==> config.mk <==
export PLATFORM = sky130hd
export DESIGN_NAME = br_rs
export DESIGN_NICKNAME = d
export VERILOG_FILES = /design/src/rtl/br_rs.sv
export SDC_FILE = /design/constraint.sdc
export NUM_CORES = 2
export LEC_CHECK = 0
export CORE_UTILIZATION = 36
export CTS_CLUSTER_SIZE = 30
export DETAILED_ROUTE_END_ITERATION = 8
export GPL_TIMING_DRIVEN = 0
export SLEW_MARGIN = 20
export SYNTH_ARGS = -nofsm -noshare
export SYNTH_HDL_FRONTEND = slang
export SYNTH_SLANG_ARGS = --single-unit
==> constraint.sdc <==
create_clock -name clk -period 3.5 [get_ports clk]
set_clock_uncertainty 0.05 [all_clocks]
set_input_delay 1.05 -clock clk [delete_from_list [all_inputs] [get_ports clk]]
set_output_delay 1.05 -clock clk [all_outputs]
set_load 0.02 [all_outputs]
==> src/rtl/br_rs.sv <==
// Branch reservation station: a compacting queue of branch/jump entries that
// wait for their regA operand and issue oldest-ready-first to the branch FU.
//
// Handshake: fu_ready_i is sampled in the cycle an entry is selected. A
// selection happens only when fu_ready_i=1. start_o is a registered one-cycle
// pulse that carries the selected entry in the following cycle. The FU has no
// stall path once a pulse has been seen. The dispatcher must not raise
// disp_en_i while full_o=1; such a dispatch is dropped.
module br_rs #(
    parameter int RS_DEPTH  = 4,
    parameter int PRF_IDX_W = 6,
    parameter int ROB_IDX_W = 5
) (
    input  logic                           clk,
    input  logic                           rst,
    input  logic                           disp_en_i,
    input  logic [63:0]                    disp_npc_i,
    input  logic [31:0]                    disp_inst_i,
    input  logic [PRF_IDX_W-1:0]           disp_dest_tag_i,
    input  logic [ROB_IDX_W:0]             disp_rob_idx_i,
    input  logic [PRF_IDX_W-1:0]           disp_opa_tag_i,
    input  logic                           disp_opa_rdy_i,
    input  logic [63:0]                    disp_opa_val_i,
    input  logic                           cdb_valid_i,
    input  logic [PRF_IDX_W-1:0]           cdb_tag_i,
    input  logic [63:0]                    cdb_val_i,
    input  logic                           flush_i,
    input  logic                           fu_ready_i,
    output logic                           full_o,
    output logic [$clog2(RS_DEPTH+1)-1:0]  count_o,
    output logic                           start_o,
    output logic [63:0]                    npc_o,
    output logic [63:0]                    opa_o,
    output logic [31:0]                    inst_o,
    output logic [PRF_IDX_W-1:0]           dest_tag_o,
    output logic [ROB_IDX_W:0]             rob_idx_o
);

    localparam int CNT_W = $clog2(RS_DEPTH + 1);
    localparam int IDX_W = $clog2(RS_DEPTH);

    typedef struct packed {
        logic                 valid;
        logic [63:0]          npc;
        logic [31:0]          inst;
        logic [PRF_IDX_W-1:0] dest_tag;
        logic [ROB_IDX_W:0]   rob_idx;
        logic [PRF_IDX_W-1:0] opa_tag;
        logic                 opa_rdy;
        logic [63:0]          opa_val;
    } entry_t;

    entry_t             rs_q     [RS_DEPTH];
    entry_t             rs_snoop [RS_DEPTH];
    entry_t             rs_d     [RS_DEPTH];
    entry_t             new_ent;
    logic [CNT_W-1:0]   count;
    logic [CNT_W-1:0]   wr_cnt;
    logic               sel_found;
    logic [IDX_W-1:0]   sel_idx;
    logic               issue;

    // Occupancy from the registered valid bits only (entries are contiguous).
    always_comb begin
        count = '0;
        for (int i = 0; i < RS_DEPTH; i++) begin
            count = count + CNT_W'(rs_q[i].valid);
        end
    end

    assign count_o = count;
    assign full_o  = (count == CNT_W'(RS_DEPTH));

    // Oldest-ready select on registered state; CDB does not bypass into it.
    always_comb begin
        sel_found = 1'b0;
        sel_idx   = '0;
        for (int i = 0; i < RS_DEPTH; i++) begin
            if (!sel_found && rs_q[i].valid && rs_q[i].opa_rdy) begin
                sel_found = 1'b1;
                sel_idx   = IDX_W'(i);
            end
        end
    end

    assign issue = fu_ready_i && !flush_i && sel_found;

    // CDB snoop applied before the shift so a woken entry keeps its wakeup
    // wherever it lands.
    always_comb begin
        for (int i = 0; i < RS_DEPTH; i++) begin
            rs_snoop[i] = rs_q[i];
            if (rs_q[i].valid && !rs_q[i].opa_rdy && cdb_valid_i &&
                (rs_q[i].opa_tag == cdb_tag_i)) begin
                rs_snoop[i].opa_rdy = 1'b1;
                rs_snoop[i].opa_val = cdb_val_i;
            end
        end
    end

    // New entry, with wakeup from a CDB broadcast in the same cycle.
    always_comb begin
        new_ent          = '0;
        new_ent.valid    = 1'b1;
        new_ent.npc      = disp_npc_i;
        new_ent.inst     = disp_inst_i;
        new_ent.dest_tag = disp_dest_tag_i;
        new_ent.rob_idx  = disp_rob_idx_i;
        new_ent.opa_tag  = disp_opa_tag_i;
        new_ent.opa_rdy  = disp_opa_rdy_i;
        new_ent.opa_val  = disp_opa_val_i;
        if (!disp_opa_rdy_i && cdb_valid_i && (cdb_tag_i == disp_opa_tag_i)) begin
            new_ent.opa_rdy = 1'b1;
            new_ent.opa_val = cdb_val_i;
        end
    end

    // Next queue: remove the issued entry by shifting down, then append the
    // dispatch behind the surviving entries.
    always_comb begin
        for (int i = 0; i < RS_DEPTH - 1; i++) begin
            if (issue && (i >= int'(sel_idx))) begin
                rs_d[i] = rs_snoop[i+1];
            end else begin
                rs_d[i] = rs_snoop[i];
            end
        end
        rs_d[RS_DEPTH-1] = issue ? '0 : rs_snoop[RS_DEPTH-1];
        wr_cnt = count - CNT_W'(issue);
        if (disp_en_i && !full_o) begin
            rs_d[IDX_W'(wr_cnt)] = new_ent;
        end
    end

    // State and issue registers; rst beats flush, flush beats everything else.
    always_ff @(posedge clk) begin
        if (rst) begin
            for (int i = 0; i < RS_DEPTH; i++) begin
                rs_q[i] <= '0;
            end
            start_o    <= 1'b0;
            npc_o      <= '0;
            opa_o      <= '0;
            inst_o     <= '0;
            dest_tag_o <= '0;
            rob_idx_o  <= '0;
        end else if (flush_i) begin
            for (int i = 0; i < RS_DEPTH; i++) begin
                rs_q[i] <= '0;
            end
            start_o <= 1'b0;
        end else begin
            for (int i = 0; i < RS_DEPTH; i++) begin
                rs_q[i] <= rs_d[i];
            end
            start_o <= issue;
            if (issue) begin
                npc_o      <= rs_q[sel_idx].npc;
                opa_o      <= rs_q[sel_idx].opa_val;
                inst_o     <= rs_q[sel_idx].inst;
                dest_tag_o <= rs_q[sel_idx].dest_tag;
                rob_idx_o  <= rs_q[sel_idx].rob_idx;
            end
        end
    end

endmodule

==> results.md <==
- Across all register-to-register paths, the minimum setup slack is -120 ps.
- In the post-route analysis, the smallest setup slack over all paths is -522 ps.
- The count of final hold-check violations is 0.
- In this run the worst path has a maximum fanout of 5.
- Clock tree synthesis found a total of 893 sinks.
- For this design the ratio of total power to cell area is 448 mW/mm2.
- The average wire per standard cell is 23.8 um.
- Summing over every cut layer, the via total after detailed routing is 49847.
- The number of buffers inserted during clock tree synthesis is 103.
- The arrival time at the worst endpoint is 2920 ps.
- The critical path class is flop to output pin.
- The depth of the worst register-to-register path is 12.
- The pin count of the biggest net entering global routing is 15.
- The worst setup path is launched from a flop.
- The detailed placement HPWL is 146 mm.
- After detailed placement, the total cell area comes to 0.0578 mm2.
- Global routing consumed, over all layers together, 29.0% of the routing resources.
- The number of levels in the clock H-tree is 3.
- The post-synthesis instance area is 0.0492 mm2.
- The placement row count is 135.
- The die covers 0.138 mm2.
- In this run the tool buffered the top-level ports with 424 buffer cells.
- The number of buffers on the longest clock path is 3.
- The number of max-slew violations in the final report is 0.
- After synthesis the netlist holds a flip-flop and latch count of 893.
- The die is 372 um wide.
- The number of antenna violations at the first check in global routing was 48.
- The total instance count after detailed placement is 8505.
- The launch point of the worst hold path is opa_o[23].
- The number of vias per cell is 5.70.
- The height of the die is 372 um.
- The final instance area is 0.0630 mm2.
- The I/O pin count is 432.
- The total power after layout is 28.2 mW.
- The remaining antenna violation count is 0.
- The global-route wire length before repair is 300 mm.
- The detailed-route wire length is 208 mm.
- The area growth from synthesis to layout is 28.2%.
- The post-route clock period utilization is 115%.
- The class of the tightest hold or removal check is flop to flop.
- The part of the Yosys area used for sequential elements is 47.4%.
- The cell count after synthesis came out at 5756.
- The worst-skew pair later-pin latency is 760 ps.
- The worst setup path is captured at an output pin.
- The congestion estimate from routability-driven global placement came to 0.931.
- The Yosys step of the flow raised 0 warnings.
- Before CTS, the worst setup slack after placement is -1430 ps.
- The post-route DRC violation count is 0.
- The analysis attributes to cell leakage a power of 23.4 nW.
- The number of global-route vias before repair is 46394.
- The TritonCTS clock tree is built.
- The fraction of synthesis flops using an asynchronous set or reset pin is 0%.
- Setup repair after global routing could not meet its margin everywhere.
- Global routing finished with a remaining overflow of 0.
- The layout cell share with drive strength beyond 1 is 9.57%.
- For the worst setup path, the data required time is 2400 ps.
- The cell sitting at the root of the clock tree is a clkbuf_16.
- The starting density of the core is 36.3%.
- In this run the mean area of a mapped cell was 8.54 um2.
- The number of max-capacitance violations reported is 0.
- The run finished, with violations left.
- The total setup violations reported at the end of the flow is 80.
- The startpoint identified for the worst register-to-register timing path is rs_q[3][179].
- The worst register-to-register path ends at rs_q[0][13].
- At the pin with the least slew margin, the transition time is 1160 ps.
- Tracing the worst setup path back leads to its startpoint at rs_q[3][179].
- The number of hold buffers added after cts is 0.
- The detailed router finished its first iteration with 5868 violations.
- In this run, distinct cell masters in the synthesized netlist total 59.
- The relative slew slack is 22.8%.
- The number of instances on the worst hold path is 2.
- In the synthesized netlist the dominant register cell turns out to be edfxtp_1.
- The first-pass iteration count of the detailed router is 6.
- The worst path in the final design needs a cycle of 4020 ps, including I/O delays and setup.
- For hold timing, the worst endpoint is opa_o[23].
- For this run, the number of standard cells in the final layout without fillers is 8747.
- The core region is 0.135 mm2.
- Derived from the worst setup path, the maximum achievable clock frequency is 0.249 GHz.
- IR analysis of the VDD net gives a maximum drop of 0.000379 V.
- In this run, synthesis inferred 540 flip-flops with an integrated enable.
- The number of nets in the layout is 7107.
- The checks that failed: negative setup slack.
- The clock slew at the register clock pins of the worst setup and hold paths is 60 ps.
[cell usage in the layout, fill, tap and decap left out, types with 7 or more instances in the layout]
cell type	netlist	layout
a21oi_1	198	197
a311oi_1	342	305
a311oi_2	0	37
buf_1	17	16
buf_12	0	13
buf_2	137	106
buf_4	9	37
buf_6	29	29
clkbuf_1	371	338
clkbuf_16	0	116
clkbuf_2	1	68
clkbuf_4	0	7
clkbuf_8	0	19
clkdlybuf4s50_1	0	420
clkinv_1	0	7
clkinv_2	0	15
conb_1	1	540
dfxtp_1	353	352
diode_2	0	26
edfxtp_1	540	540
mux2_2	65	64
mux2i_1	158	158
nand2_1	1611	1611
nand3_1	348	345
nand3b_1	158	158
nand4_1	7	7
nor2_1	414	408
o21ai_0	500	500
o21ai_1	70	68
o221ai_2	0	32
o221ai_4	0	27
o22a_1	126	126
o22ai_1	96	92
o22ai_2	36	40
o32a_1	15	15
xnor2_1	21	21
xor2_1	10	10
[power breakdown]
| group | leakage [nW] | switching, mW | total (mW) | internal, mW |
|---|---|---|---|---|
| Sequential | 8.41 | 0.471 | 12.3 | 11.8 |
| Combinational | 13.3 | 2.98 | 4.58 | 1.59 |
| Clock | 1.70 | 4.82 | 11.3 | 6.52 |
| Total | 23.4 | 8.27 | 28.2 | 19.9 |
[through the flow]
step / hold WS [ps] / setup TNS, ps / util [%]
6_report: 398 / -6610 / 46.5
5_1_grt: 428 / -7970 / 46.5
4_1_cts: 402 / -3240 / 45.4
3_5_place_dp: 394 / -688180 / 42.7
3_3_place_gp: 392 / -875240 / 42.6
2_1_floorplan: 422 / 0 / -
[critical path: stages, from the launching register on]
cell	delay [ps]
edfxtp_1	440
fa_1	610
ha_2	200
ha_4	210
buf_8	130
nor3b_4	400
buf_6	190
[cells in the mapped netlist, types with 96 or more instances]
cell	n	area, um2
nand3b_1	158	1190
o22a_1	126	1100
clkbuf_1	371	1390
o21ai_0	500	2500
a21oi_1	198	991
a311oi_1	342	3000
buf_2	137	686
mux2i_1	158	1580
nand3_1	348	1740
nor2_1	414	1550
nand2_1	1611	6050
o22ai_1	96	601
edfxtp_1	540	16200
dfxtp_1	353	7070
[how the worst max path moves through the flow]
stage,endpoint,slack [ps]
2_1_floorplan,rs_q[0][14],60
3_3_place_gp,npc_o[46],-1890
3_5_place_dp,rs_q[1][172],-1430
4_1_cts,full_o,-480
5_1_grt,full_o,-510
6_report,full_o,-520
[sequential cells by signal (all words and copies together), names as in the netlist]
register / count
dest_tag_o: 6
inst_o: 32
npc_o: 64
opa_o: 64
rob_idx_o: 6
rs_q: 720
start_o: 1
[metal layers]
metal  vias to the layer above  global-route usage [%]  share of wire (%)
met2                      2721                    44.4                 45
met4                        42                    14.5                4.7
li1                      22553                       -                  -
met1                     24030                    38.2                 40
met3                       501                    6.74                 11
met5                         -                       0               0.12
[area by class of cell]
cell class / count / area (um2)
multi-input combinational: 4837 / 26400
timing repair buffer: 451 / 4680
clock inverter: 34 / 377
fill: 13389 / 72500
tap: 1781 / 2230
buffer: 562 / 2820
inverter: 1 / 3.75
clock buffer: 162 / 3100
antenna: 26 / 65.1
sequential: 893 / 23300
[timing repair]
action	in CTS	in global routing
gates resized for setup	78	256
pin swaps	6	49
endpoints found under the setup margin	634	401
buffers inserted	8	6
gates cloned	0	8
hold endpoints to repair	0	0
[logic make-up (layout without fill, tap and decap cells)]
logic type               Yosys count  in the layout  synth area share, %
flip-flops                       893            893                 47.4
adder cells (fa/ha/maj)            3              3               0.0916
other                              1            566              0.00763
AND/OR/NAND/NOR                 2574           2574                 22.0
AO/OA/AOI/OAI                   1466           1466                 20.1
buffers and inverters            565           1210                 5.18
XOR/XNOR                          31             31                0.552
multiplexers                     223            223                 4.71
Power figures use the tool's default switching activity.
